File: src/rtl/bcd_to_bin_seq.sv
// rtl/bcd_to_bin_seq.sv - sequential signed BCD-to-binary converter (reverse double-dabble)
module bcd_to_bin_seq #(
  parameter int DIGITS = 4,
  parameter int OUT_W  = 11
) (
  input  logic                  clock,
  input  logic                  reset_n,
  input  logic                  start,
  input  logic                  neg,
  input  logic [4*DIGITS-1:0]   bcd_in,
  output logic                  busy,
  output logic                  done,
  output logic [OUT_W-1:0]      value,
  output logic                  ovf,
  output logic                  bad_digit
);

  localparam int BW = 4 * DIGITS;
  localparam int CW = (BW > 2) ? $clog2(BW) : 1;
  localparam logic [BW:0] POS_LIM = (BW+1)'((2 ** (OUT_W - 1)) - 1);
  localparam logic [BW:0] NEG_LIM = (BW+1)'(2 ** (OUT_W - 1));

  typedef enum logic [1:0] {
    S_IDLE,
    S_CHECK,
    S_SHIFT,
    S_FINISH
  } state_t;

  state_t            state_q;
  logic [BW-1:0]     bcd_q;
  logic [BW-1:0]     bin_q;
  logic [CW-1:0]     cnt_q;
  logic              sign_q;
  logic              bad_q;
  logic              busy_q;
  logic              done_q;
  logic [OUT_W-1:0]  value_q;
  logic              ovf_q;
  logic              bad_digit_q;

  logic              nib_bad_d;
  logic [2*BW-1:0]   sh_cat_d;
  logic [BW-1:0]     sh_bcd_d;
  logic [BW-1:0]     sh_bin_d;
  logic [BW:0]       mag_ext_d;
  logic [OUT_W-1:0]  mag_lo_d;
  logic [OUT_W-1:0]  sat_val_d;
  logic              sat_ovf_d;

  always_comb begin
    nib_bad_d = 1'b0;
    for (int i = 0; i < DIGITS; i++) begin
      if (bcd_q[4*i +: 4] > 4'd9) nib_bad_d = 1'b1;
    end
  end

  // One reverse double-dabble step: shift right, then pull each digit >= 8 back by 3.
  always_comb begin
    sh_cat_d = {bcd_q, bin_q} >> 1;
    sh_bcd_d = sh_cat_d[2*BW-1:BW];
    sh_bin_d = sh_cat_d[BW-1:0];
    for (int i = 0; i < DIGITS; i++) begin
      if (sh_bcd_d[4*i +: 4] >= 4'd8) sh_bcd_d[4*i +: 4] = sh_bcd_d[4*i +: 4] - 4'd3;
    end
  end

  always_comb begin
    mag_ext_d = {1'b0, bin_q};
    mag_lo_d  = bin_q[OUT_W-1:0];
    sat_ovf_d = 1'b0;
    sat_val_d = mag_lo_d;
    if (!sign_q) begin
      if (mag_ext_d > POS_LIM) begin
        sat_ovf_d = 1'b1;
        sat_val_d = {1'b0, {(OUT_W-1){1'b1}}};
      end
    end else begin
      if (mag_ext_d > NEG_LIM) begin
        sat_ovf_d = 1'b1;
        sat_val_d = {1'b1, {(OUT_W-1){1'b0}}};
      end else begin
        sat_val_d = ~mag_lo_d + 1'b1;
      end
    end
  end

  // A bad digit is flagged in CHECK and reported through FINISH, giving done two edges after start.
  always_ff @(posedge clock) begin
    if (!reset_n) begin
      state_q     <= S_IDLE;
      bcd_q       <= '0;
      bin_q       <= '0;
      cnt_q       <= '0;
      sign_q      <= 1'b0;
      bad_q       <= 1'b0;
      busy_q      <= 1'b0;
      done_q      <= 1'b0;
      value_q     <= '0;
      ovf_q       <= 1'b0;
      bad_digit_q <= 1'b0;
    end else begin
      done_q <= 1'b0;
      case (state_q)
        S_IDLE: begin
          if (start) begin
            bcd_q   <= bcd_in;
            sign_q  <= neg;
            bin_q   <= '0;
            bad_q   <= 1'b0;
            busy_q  <= 1'b1;
            state_q <= S_CHECK;
          end
        end
        S_CHECK: begin
          cnt_q <= '0;
          if (nib_bad_d) begin
            bad_q   <= 1'b1;
            state_q <= S_FINISH;
          end else begin
            state_q <= S_SHIFT;
          end
        end
        S_SHIFT: begin
          bcd_q <= sh_bcd_d;
          bin_q <= sh_bin_d;
          cnt_q <= cnt_q + 1'b1;
          if (cnt_q == CW'(BW - 1)) state_q <= S_FINISH;
        end
        S_FINISH: begin
          done_q      <= 1'b1;
          busy_q      <= 1'b0;
          bad_digit_q <= bad_q;
          if (bad_q) begin
            ovf_q <= 1'b0;
          end else begin
            value_q <= sat_val_d;
            ovf_q   <= sat_ovf_d;
          end
          state_q <= S_IDLE;
        end
        default: state_q <= S_IDLE;
      endcase
    end
  end

  assign busy      = busy_q;
  assign done      = done_q;
  assign value     = value_q;
  assign ovf       = ovf_q;
  assign bad_digit = bad_digit_q;

endmodule

File: config.mk
export PLATFORM = sky130hd
export DESIGN_NAME = bcd_to_bin_seq
export DESIGN_NICKNAME = d
export VERILOG_FILES = /design/src/rtl/bcd_to_bin_seq.sv
export SDC_FILE = /design/constraint.sdc
export NUM_CORES = 1
export LEC_CHECK = 0
export ABC_AREA = 1
export CAP_MARGIN = 40
export CORE_UTILIZATION = 60
export DETAILED_ROUTE_END_ITERATION = 12
export GPL_TIMING_DRIVEN = 1
export PLACE_DENSITY = 0.85
export REMOVE_ABC_BUFFERS = 1
export SLEW_MARGIN = 20
export SYNTH_ARGS = -nofsm -noshare
export SYNTH_HDL_FRONTEND = slang
export SYNTH_SLANG_ARGS = --single-unit
File: constraint.sdc
create_clock -name clock -period 4.5 [get_ports clock]
set_input_delay 1.125 -clock clock [delete_from_list [all_inputs] [get_ports clock]]
set_output_delay 1.125 -clock clock [all_outputs]
set_load 0.01 [all_outputs]
Word-level counts from Yosys, hierarchy flattened
Index checks and enable logic that the tools add are counted.
W data, S select, Z words.
{"block": "op_classes", "add_sub_neg": 6, "n_lt_le_gt_ge": 10, "n_eq_ne": 7, "muxes": 30, "n_bitwise": 2, "reduce_logical": 11}
{"operator": "$pmux W16 S2", "n": 2}
{"operator": "$mux W11", "n": 3}
{"operator": "$mux W16", "n": 2}
{"operator": "$gt A16 B10 Y1 const B", "n": 1}
{"operator": "$gt A16 B11 Y1 const B", "n": 1}
{"operator": "$gt A4 B4 Y1 const B", "n": 4}
{"operator": "$mux W4", "n": 4}
{"operator": "$mux W1", "n": 13}
{"operator": "$ge A4 B4 Y1 const B", "n": 3}
{"operator": "$sub A4 B2 Y4 const B", "n": 3}
{"operator": "$add A11 B1 Y11 const B", "n": 1}
{"operator": "$not A11 Y11", "n": 1}
{"operator": "$reduce_and A2 Y1", "n": 5}
{"operator": "$pmux W2 S4", "n": 1}
{"operator": "$pmux W4 S2", "n": 1}
{"operator": "$reduce_bool A2 Y1", "n": 4}
{"operator": "$ne A2 B2 Y1 const B", "n": 3}
{"operator": "$add A4 B1 Y4 const B", "n": 1}
{"operator": "$eq A2 B2 Y1 const B", "n": 2}
{"operator": "$eq A4 B4 Y1 const B", "n": 1}
{"operator": "$ge A3 B4 Y1 const B", "n": 1}
{"operator": "$mux W2", "n": 2}
{"operator": "$pmux W1 S2", "n": 2}
{"operator": "$sub A3 B2 Y4 const B", "n": 1}
{"operator": "4 further kinds", "n": 4}
{"block": "totals", "regBits": 55, "output_inout_bits": 15}

Logic depth before layout (Yosys ltp)
Gate-level depths: netlist (run 1).
{"block": "depth", "depth_word": 7, "mapped_depth": 10, "ltp_nobuf": 9}

Least setup slack after synthesis (run 1)
Ideal clock, no wire load.
{"block": "synth_path", "path_type": "input -> register", "start": "in start", "end": "reg bin_q[6]", "setup_ns": 0.132, "arrival_ns": 1.808, "required_time_ns": 4.368, "path_slack_ns": 2.560, "path_stages": 7, "cell_sequence": "nand2_1 o21ai_4 inv_2 buf_4 buf_4 nand2_1 a21oi_1"}
{"block": "synth_via", "elab_chain_len": 2}
{"item": "start, declared", "line_no": "8", "source": "input logic start,"}
{"item": "$ne A2 B2 Y1 (no line)"}
{"item": "$reduce_and A2 Y1 (no line)"}
{"item": "end signal, assigned", "line_no": "126", "source": "bin_q <= sh_bin_d;"}
{"item": "end, declared", "line_no": "32", "source": "logic [BW-1:0] bin_q;"}
No other way between the ends.
A chain may end at the register's enable or synchronous reset.

Worst setup path after layout (run 1)
{"block": "layout_path", "start": "in reset_n", "end": "reg bad_digit_q (netlist: bad_digit)"}
{"item": "start, declared", "line_no": "7", "source": "input logic reset_n,"}
{"item": "end signal, assigned", "line_no": "133", "source": "bad_digit_q <= bad_q;"}
{"item": "end, declared", "line_no": "40", "source": "logic bad_digit_q;"}
No word-level cell between the ends.

==> results of run 1 <==
per-stage QoR:
stage / instance area, um^2 / total power, W / hold WS (ns) / setup WS [ns]
floorplan: 2760 / 0.00104 / 0.454 / 2.21
global placement: 3190 / 0.00120 / 0.461 / 1.76
detailed placement: 3190 / 0.00123 / 0.474 / 1.71
CTS: 3290 / 0.00152 / 0.489 / 2.05
global route: 3290 / 0.00163 / 0.513 / 1.91
finish: 3290 / 0.00152 / 0.490 / 2.04
cells in the final DEF, fill, tap and decap left out:
master | Yosys | routed
nand2_1 | 60 | 60
a21oi_1 | 60 | 60
dfxtp_1 | 55 | 55
nor2_1 | 51 | 51
o21ai_0 | 39 | 39
nand3_1 | 39 | 39
inv_1 | 36 | 36
clkdlybuf4s50_1 | 0 | 34
ha_1 | 12 | 12
clkbuf_8 | 0 | 7
xor2_1 | 6 | 6
inv_2 | 3 | 3
nor3_1 | 3 | 3
a31oi_1 | 3 | 3
o211ai_1 | 3 | 3
buf_4 | 2 | 3
nor2_4 | 2 | 2
nor2_2 | 2 | 2
nand2_2 | 2 | 2
or2_1 | 1 | 1
nand2_4 | 1 | 1
o21ai_4 | 1 | 1
o21bai_1 | 1 | 1
nand4_1 | 1 | 1
xnor2_1 | 1 | 1
a211oi_1 | 1 | 1
nor3b_1 | 1 | 1
a21boi_4 | 1 | 1
o21ai_1 | 1 | 1
and3_1 | 1 | 1
clkbuf_1 | 7 | 1
power by group through the flow:
stage / Combinational, W / Clock (W) / Sequential (W)
CTS: 0.000544 / 0.000306 / 0.000675
global placement: 0.000522 / 0 / 0.000681
finish: 0.000544 / 0.000301 / 0.000678
detailed placement: 0.000542 / 0 / 0.000684
floorplan: 0.000368 / 0 / 0.000672
global route: 0.000616 / 0.000324 / 0.000693
registers in the layout, indices dropped and copies added (netlist names), 2 cells and up:
register  cells
value        11
state_q       2
bcd_q        16
bin_q        16
cnt_q         4
kinds of logic (layout without fill, tap and decap cells):
group	after synthesis	count (layout)	share of synthesized area, %
DFF	55	55	38.2
and+or+nand+nor	164	164	24.7
AOI/OAI and AO/OA	110	110	20.5
buffers and inverters	60	84	9.24
xor gates and xnor gates	7	7	2.13
adders and majority gates	12	12	5.21
critical path: stages:
cell and delay [ns]:
clkdlybuf4s50_1 0.80, buf_4 0.30, inv_1 0.07, buf_4 0.21, nor3_1 0.18
routing by layer:
metal  GRT usage [%]  up-vias  routed length, um
li1                -     1383                  -
met1            35.3     1250               3090
met2            43.9       53               2930
met3            4.92        7                253
met4            9.11        0                 72
met5               0        -                  0
layout make-up:
class	instances	area (um^2)	share of cell area (%)
Inverter	39	146	4.45
Sequential cell	55	1100	33.5
Timing Repair Buffer	37	363	11.0
Multi-Input combinational cell	293	1520	46.0
Tap cell	52	65.1	1.98
Clock buffer	8	100	3.04
how the worst max path moves through the flow:
stage	startpoint	endpoint	slack (ns)	cells past startpoint
after floorplan	state_q[0]	bcd_q[0]	2.21	7
after global placement	reset_n	bad_digit	1.76	5
after detailed placement	reset_n	bad_digit	1.71	5
after CTS	reset_n	bad_digit	2.05	5
after global routing	state_q[0]	bcd_q[4]	1.91	8
final	reset_n	bad_digit	2.04	5
==> metrics.md, run 1 <==
| Metric | Value |
|---|---|
| Outcome | `completed` |
| Initial antenna violation count | `0` |
| Resize count post-CTS | `0` |
| CTS max path bufs | `2` |
| Max Slew Vio Count | `0` |
| Clk_lat worst skew | `0.31 ns` |
| Setup crit start kind | `input port` |
| Critical Path AT | `2.70 ns` |
| Switching share of power | `39.4%` |
| Final hold viol count | `0` |
| Cell count after synthesis | `408` |
| Leakage power total | `1.34 nW` |
| Clock network fraction of design power | `19.8%` |
| CTS tree | `built` |
| Largest net degree at the start of global routing | `32` |
| Reg2reg end | `bcd_q[8]` |
| Site row count | `24` |
| Fmax | `407 MHz` |
| Post-CTS Hold Buffers | `0` |
| Via density | `5.56` |
| Relative slew slack | `50.2%` |
| Clock sink count | `55` |
| Fin crit period | `2.46 ns` |
| R2R Path Start | `state_q[0]` |
| Num CTS Buffers | `5` |
| Die ar. | `5090 um^2` |
| Antenna-violating nets left | `0` |
| Area grow syn2layout | `14.1%` |
| Power per cell area | `463 nW/um^2` |
| Diodes inserted | `0` |
| HP Class | `reg -> reg` |
| Die Ht | `71.3 um` |
| Hold Crit Start | `bin_q[15]` |
| Clock slew seen by the registers of the worst setup and hold paths | `0.09 ns` |
| Worst Tran Pin Value | `0.744 ns` |
| Avg WL per Cell | `13.1 um` |
| Net Switching | `0.000600 W` |
| Combinational power share | `35.7%` |
| Remaining Overflow, GRT | `0` |
| Number of port buffers | `34` |
| Top Ports | `35` |
| Global router's overall resource usage | `26.7%` |
| Register share of total power | `44.5%` |
| CTS H-tree lvls | `2` |
| Synth Cell Area | `2880 um^2` |
| Crit-path max FO | `23` |
| Final core occ | `73.5%` |
| Required @ worst endpoint | `4.75 ns` |
| Ys Warns | `0` |
| Dpl hpwl | `4.29 mm` |
| Post-synth ARST share | `0%` |
| Cell Count Post-Placement | `476` |
| Core ar. | `4470 um^2` |
| Detailed-router iteration count before antenna repair | `4` |
| Die X | `71.3 um` |
| Max-cap violations | `0` |
| Post-synthesis register bit count | `55` |
| Cell variety after synth | `31` |
| R2R setup slack | `2.13 ns` |
| R2R cell count | `8` |
| Synth area leaders | `dfxtp_1, a21oi_1, nand2_1, nand3_1, o21ai_0` |
| Fill cell count | `378` |
| Cell internal pwr | `0.000923 W` |
| Syn Area/Cell | `7.07 um^2` |
| Vias | `2693` |
| Leading area contributor after synthesis | `dfxtp_1` |
| Top FF cell, synth | `dfxtp_1` |
| Hold Path End | `bin_q[15]` |
| Top post-synthesis cells by count | `a21oi_1, nand2_1, dfxtp_1, nor2_1` |
| Seq/Total Area, Yosys | `38.2%` |
| First-pass GRT wire length | `10.9 mm` |
| Crit share post-route | `54.6%` |
| CP Class | `in -> reg` |
| Routability cong. | `0.838` |
| Number of synthesized flops with an enable pin | `0` |
| Root buf cell | `clkbuf_8` |
| Share of cells above drive strength 1 | `5.09%` |
| Hold Crit Depth | `2` |
| RSZ-0062 raised after global routing | `false` |
| Max VDD drop | `0.000413 V` |
| Top cell type's share of synthesized area | `38.2%` |
| Initial drt markers | `216` |
| DRC viols | `0` |
| Skew final | `0.00300 ns` |
| Post CTS Setup Buffer Count | `0` |
| Layout net count | `463` |
| Initial Utilization | `64.4%` |
| Total wire length | `6.35 mm` |
| Post-Layout Cell Count | `484` |
| Endpoints failing setup | `0` |
| Setup TNS | `0 ns` |
| Crit path capture type | `flop` |
| Vias in the first global route | `2469` |
No activity file was read; power rests on OpenSTA's default activity.
==> run 2, diff against run 1 <==
--- a/config.mk
+++ b/config.mk
@@ -7,10 +7,10 @@
 export LEC_CHECK = 0
 export ABC_AREA = 1
 export CAP_MARGIN = 40
-export CORE_UTILIZATION = 60
+export CORE_UTILIZATION = 55
 export DETAILED_ROUTE_END_ITERATION = 12
 export GPL_TIMING_DRIVEN = 1
-export PLACE_DENSITY = 0.85
+export PLACE_DENSITY = 0.79
 export REMOVE_ABC_BUFFERS = 1
 export SLEW_MARGIN = 20
 export SYNTH_ARGS = -nofsm -noshare
==> constraint.sdc (replaced) <==
create_clock -name clock -period 2.5 [get_ports clock]
set_input_delay 0.625 -clock clock [delete_from_list [all_inputs] [get_ports clock]]
set_output_delay 0.625 -clock clock [all_outputs]
set_load 0.01 [all_outputs]
==> metrics.md, run 2 (synthesis gave the netlist of run 1 again) <==
| Metric | Value |
|---|---|
| Vias | `2691 (-0.074%)` |
| CTS max path bufs | `2 (unchanged)` |
| Power per cell area | `828 nW/um^2 (+79%)` |
| Crit-path max FO | `29 (+26%)` |
| Crit share post-route | `79.7%` |
| CTS tree | `built` |
| Avg WL per Cell | `12.6 um (-4.0%)` |
| Skew final | `0.0102 ns (+0.00719 ns)` |
| Max VDD drop | `0.000641 V (+55%)` |
| Top Ports | `35 (unchanged)` |
| Area grow syn2layout | `15.8%` |
| CP Class | `reg -> reg` |
| DRC viols | `0 (unchanged)` |
| Die X | `74.4 um (+4.3%)` |
| Setup crit start kind | `flop` |
| Num CTS Buffers | `5 (unchanged)` |
| Crit path capture type | `flop` |
| Fin crit period | `1.99 ns` |
| Worst Tran Pin Value | `0.511 ns (-0.233 ns)` |
| Clock sink count | `55 (unchanged)` |
| Post-CTS Hold Buffers | `0 (unchanged)` |
| Initial antenna violation count | `0 (unchanged)` |
| Clk_lat worst skew | `0.32 ns (about the same)` |
| Relative slew slack | `65.6% (+15 points)` |
| Initial Utilization | `59.1% (-5.4 points)` |
| Endpoints failing setup | `0 (unchanged)` |
| RSZ-0062 raised after global routing | `false` |
| Dpl hpwl | `4.48 mm (+4.3%)` |
| Multi-input gate area | `1520 um^2 (unchanged)` |
| Fill cell count | `435 (+15%)` |
| Required @ worst endpoint | `2.71 ns (-2.04 ns)` |
| Post CTS Setup Buffer Count | `0 (unchanged)` |
| Global router's overall resource usage | `24.8% (-1.8 points)` |
| Power Total | `0.00276 W (+81%)` |
| Clock slew seen by the registers of the worst setup and hold paths | `0.10 ns (about the same)` |
| Register area | `1100 um^2 (unchanged)` |
| Antenna-violating nets left | `0 (unchanged)` |
| Remaining Overflow, GRT | `0 (unchanged)` |
| Share of cells above drive strength 1 | `6.19% (+1.1 points)` |
| Initial drt markers | `209 (-3.2%)` |
| Die Ht | `74.4 um (+4.3%)` |
| Number of port buffers | `34 (unchanged)` |
| Core ar. | `4880 um^2 (+9.1%)` |
| Total wire length | `6.34 mm (-0.27%)` |
| Fmax | `502 MHz` |
| Layout net count | `467 (+0.86%)` |
| Post-Layout Cell Count | `503 (+3.9%)` |
| Via density | `5.35 (-3.8%)` |
| Setup TNS | `0 ns (unchanged)` |
| Outcome | `completed` |
| Largest net degree at the start of global routing | `31 (-3.1%)` |
| Die ar. | `5530 um^2 (+8.8%)` |
| Diodes inserted | `0 (unchanged)` |
| Cell Count Post-Placement | `495 (+4.0%)` |
| Max Slew Vio Count | `0 (unchanged)` |
| Detailed-router iteration count before antenna repair | `4 (unchanged)` |
| Resize count post-CTS | `0 (unchanged)` |
| Max-cap violations | `0 (unchanged)` |
| HP Class | `reg -> reg` |
| Vias in the first global route | `2501 (+1.3%)` |
| Final hold viol count | `0 (unchanged)` |
| CTS H-tree lvls | `2 (unchanged)` |
| First-pass GRT wire length | `10.8 mm (-0.51%)` |
| Routability cong. | `0.794 (-5.2%)` |
| Critical Path AT | `2.20 ns (-0.50 ns)` |
| Site row count | `25 (+4.2%)` |
| Commonest cells after routing, fill and taps aside | `nand2_1, a21oi_1, dfxtp_1, nor2_1` |
| Leakage power total | `1.36 nW (+1.2%)` |
| Root buf cell | `clkbuf_8` |
==> run 2: changes by cell type in the layout (fill, tap and decap cells not counted) <==
| cell | before | now |
|---|---|---|
| clkinv_4 | 0 | 1 |
| buf_4 | 3 | 7 |
| clkinvlp_4 | 0 | 1 |
| clkbuf_1 | 1 | 0 |
| clkbuf_8 | 7 | 6 |
==> run 2: cell type report <==
type,count,share of cell area [%]
clock buffers,6,2.47
flip-flops and latches,55,33.0
well taps,67,2.51
repair buffers,41,11.8
multi-input cells,293,45.4
clock inverters,2,0.487
inverters,39,4.39
==> run 2: final timing paths <==
check	startpoint	end	slack, ns	cells after the start
worst min-delay path	ovf	ovf	0.48	2
worst max-delay path	state_q[0]	bcd_q[3]	0.51	7
worst min register to register	ovf	ovf	0.48	2
worst max register to register	state_q[0]	bcd_q[3]	0.51	7
==> run 2: routing by layer <==
layer / vias up / track usage (%) / share of wire, %
li1: 1392 / - / -
met1: 1241 / 32.3 / 50
met2: 47 / 40.8 / 45
met3: 11 / 4.88 / 3.1
met4: 0 / 9.01 / 1.8
met5: - / 0 / 0
==> run 2: metrics by stage <==
step,area (um^2),utilization [%],setup slack [ns],hold slack [ns]
global placement,3240,66.4,0.313,0.464
finish,3340,68.4,0.508,0.481
CTS,3340,68.4,0.507,0.479
floorplan,2760,-,0.213,0.454
detailed placement,3240,66.4,0.269,0.463
global route,3340,68.4,0.278,0.507
==> run 2: critical path: stages (launching register included) <==
cell     delay [ns]
dfxtp_1        0.36
inv_1          0.10
ha_1           0.19
inv_2          0.17
o21ai_4        0.44
inv_2          0.32
a21oi_1        0.21
a21oi_1        0.08
==> run 2: report_power, final <==
group	internal, W	total (W)	switching (W)
clock network	0.000227	0.000536	0.000309
registers	0.00105	0.00119	0.000145
logic	0.000375	0.00103	0.000658
total	0.00165	0.00276	0.00111
==> run 3, diff against run 2 <==
==> constraint.sdc (replaced) <==
create_clock -name clock -period 2.09 [get_ports clock]
set_input_delay 0.5225 -clock clock [delete_from_list [all_inputs] [get_ports clock]]
set_output_delay 0.5225 -clock clock [all_outputs]
set_load 0.01 [all_outputs]
==> metrics.md, run 3 (synthesis gave the netlist of run 1 again) <==
| Metric | Value |
|---|---|
| Outcome | `completed` |
| First-pass GRT wire length | `11.1 mm (+2.7%)` |
| Diodes inserted | `0 (unchanged)` |
| Detailed-router iteration count before antenna repair | `5 (+1)` |
| Clock slew seen by the registers of the worst setup and hold paths | `0.09 ns (about the same)` |
| Fin worst setup slack | `0.285 ns (-0.222 ns)` |
| R2R cell count | `8 (+1)` |
| Final hold viol count | `0 (unchanged)` |
| Die ar. | `5530 um^2 (unchanged)` |
| Vias in the first global route | `2536 (+1.4%)` |
| RSZ-0062 raised after global routing | `false` |
| Root buf cell | `clkbuf_8` |
| Layout net count | `469 (+0.43%)` |
| Clk_lat worst skew | `0.31 ns (about the same)` |
| Total wire length | `6.38 mm (+0.66%)` |
| Setup Slack @ Placement | `0.296 ns (+0.0268 ns)` |
| R2R Path Start | `state_q[0]` |
| Initial drt markers | `166 (-21%)` |
| Fin crit period | `1.80 ns (-0.188 ns)` |
| Crit share post-route | `86.3% (+6.6 points)` |
| Power per cell area | `1010 nW/um^2 (+22%)` |
| Resize count post-CTS | `0 (unchanged)` |
| Critical Path AT | `2.00 ns (-0.20 ns)` |
| Hold Path End | `bin_q[15]` |
| R2R setup slack | `0.29 ns (-0.22 ns)` |
| Leakage power total | `1.38 nW (+1.3%)` |
| Share of cells above drive strength 1 | `6.41% (+0.21 points)` |
| Relative slew slack | `71.0% (+5.5 points)` |
| Dpl hpwl | `4.57 mm (+2.1%)` |
| Hold Crit Depth | `2 (unchanged)` |
| Via density | `5.40 (+0.99%)` |
| Hold Crit Start | `bin_q[15]` |
| Max VDD drop | `0.000855 V (+33%)` |
| CTS tree | `built` |
| Post CTS Setup Buffer Count | `0 (unchanged)` |
| Core ar. | `4880 um^2 (unchanged)` |
| Worst Tran Pin Value | `0.430 ns (-0.0811 ns)` |
| CTS max path bufs | `2 (unchanged)` |
| Crit-path max FO | `29 (unchanged)` |
| Max Slew Vio Count | `0 (unchanged)` |
| Required @ worst endpoint | `2.29 ns (-0.42 ns)` |
| Clock sink count | `55 (unchanged)` |
| Commonest cells after routing, fill and taps aside | `nand2_1, a21oi_1, dfxtp_1, nor2_1` |
| Num CTS Buffers | `5 (unchanged)` |
| Setup crit start kind | `flop` |
| Fmax | `554 MHz (+10%)` |
| CP Class | `reg -> reg` |
| Avg WL per Cell | `12.7 um (+0.46%)` |
| Crit path capture type | `flop` |
| Remaining Overflow, GRT | `0 (unchanged)` |
| Routability cong. | `0.800 (+0.74%)` |
| Die X | `74.4 um (unchanged)` |
| Vias | `2723 (+1.2%)` |
| Largest net degree at the start of global routing | `30 (-3.2%)` |
| Number of port buffers | `34 (unchanged)` |
| Reg2reg end | `bcd_q[9]` |
| HP Class | `reg -> reg` |
| Initial antenna violation count | `0 (unchanged)` |
| Max-cap violations | `0 (unchanged)` |
| Power Total | `0.00340 W (+23%)` |
| CTS H-tree lvls | `2 (unchanged)` |
| Skew final | `0.00805 ns (-0.00214 ns)` |
| Endpoints failing setup | `0 (unchanged)` |
| Global router's overall resource usage | `25.5% (+0.72 points)` |
| Top Ports | `35 (unchanged)` |
| Die Ht | `74.4 um (unchanged)` |
| Initial Utilization | `59.1% (unchanged)` |
| Setup TNS | `0 ns (unchanged)` |
| Antenna-violating nets left | `0 (unchanged)` |
| Post-CTS Hold Buffers | `0 (unchanged)` |
| Site row count | `25 (unchanged)` |
| DRC viols | `0 (unchanged)` |
| Area grow syn2layout | `17.0%` |
run 3: final cells by class:
cell class / instances / area (um^2)
multi-input combinational: 293 / 1520
clock inverter: 2 / 37.5
fill: 450 / 1510
sequential: 55 / 1100
clock buffer: 5 / 68.8
inverter: 39 / 146
timing repair buffer: 43 / 420
tap: 67 / 83.8
run 3: report_power, final:
group | internal (W) | switching [W]
logic | 0.000491 | 0.000791
registers | 0.00126 | 0.000168
clock network | 0.000351 | 0.000349
run 3: metal layers:
metal	vias to the layer above	wire, um	global-route usage [%]
met5	-	0	0
li1	1400	-	-
met4	0	59	6.71
met3	8	239	4.07
met2	58	3080	44.0
met1	1257	3000	33.1
run 3: critical path, cell delays in order, from the launching register on:
cell,delay (ns)
dfxtp_1,0.36
inv_1,0.09
ha_1,0.35
inv_2,0.24
o21ai_4,0.19
inv_2,0.06
buf_12,0.16
a21oi_1,0.15
a21oi_1,0.09
run 3: how the worst max path moves through the flow:
stage	to	cells past startpoint	startpoint
finish	bcd_q[9]	8	state_q[0]
global route	bcd_q[13]	7	state_q[0]
CTS	bcd_q[14]	7	state_q[0]
detailed placement	bcd_q[9]	7	start
global placement	bcd_q[10]	6	start
floorplan	bcd_q[0]	7	state_q[0]
run 3: through the flow:
step | util (%) | instances | hold WS [ns] | instance area [um^2]
2_1_floorplan | - | 387 | 0.454 | 2760
3_3_place_gp | 66.9 | 497 | 0.462 | 3270
3_5_place_dp | 66.9 | 497 | 0.472 | 3270
4_1_cts | 69.1 | 504 | 0.486 | 3370
5_1_grt | 69.1 | 504 | 0.506 | 3370
6_report | 69.1 | 504 | 0.483 | 3370
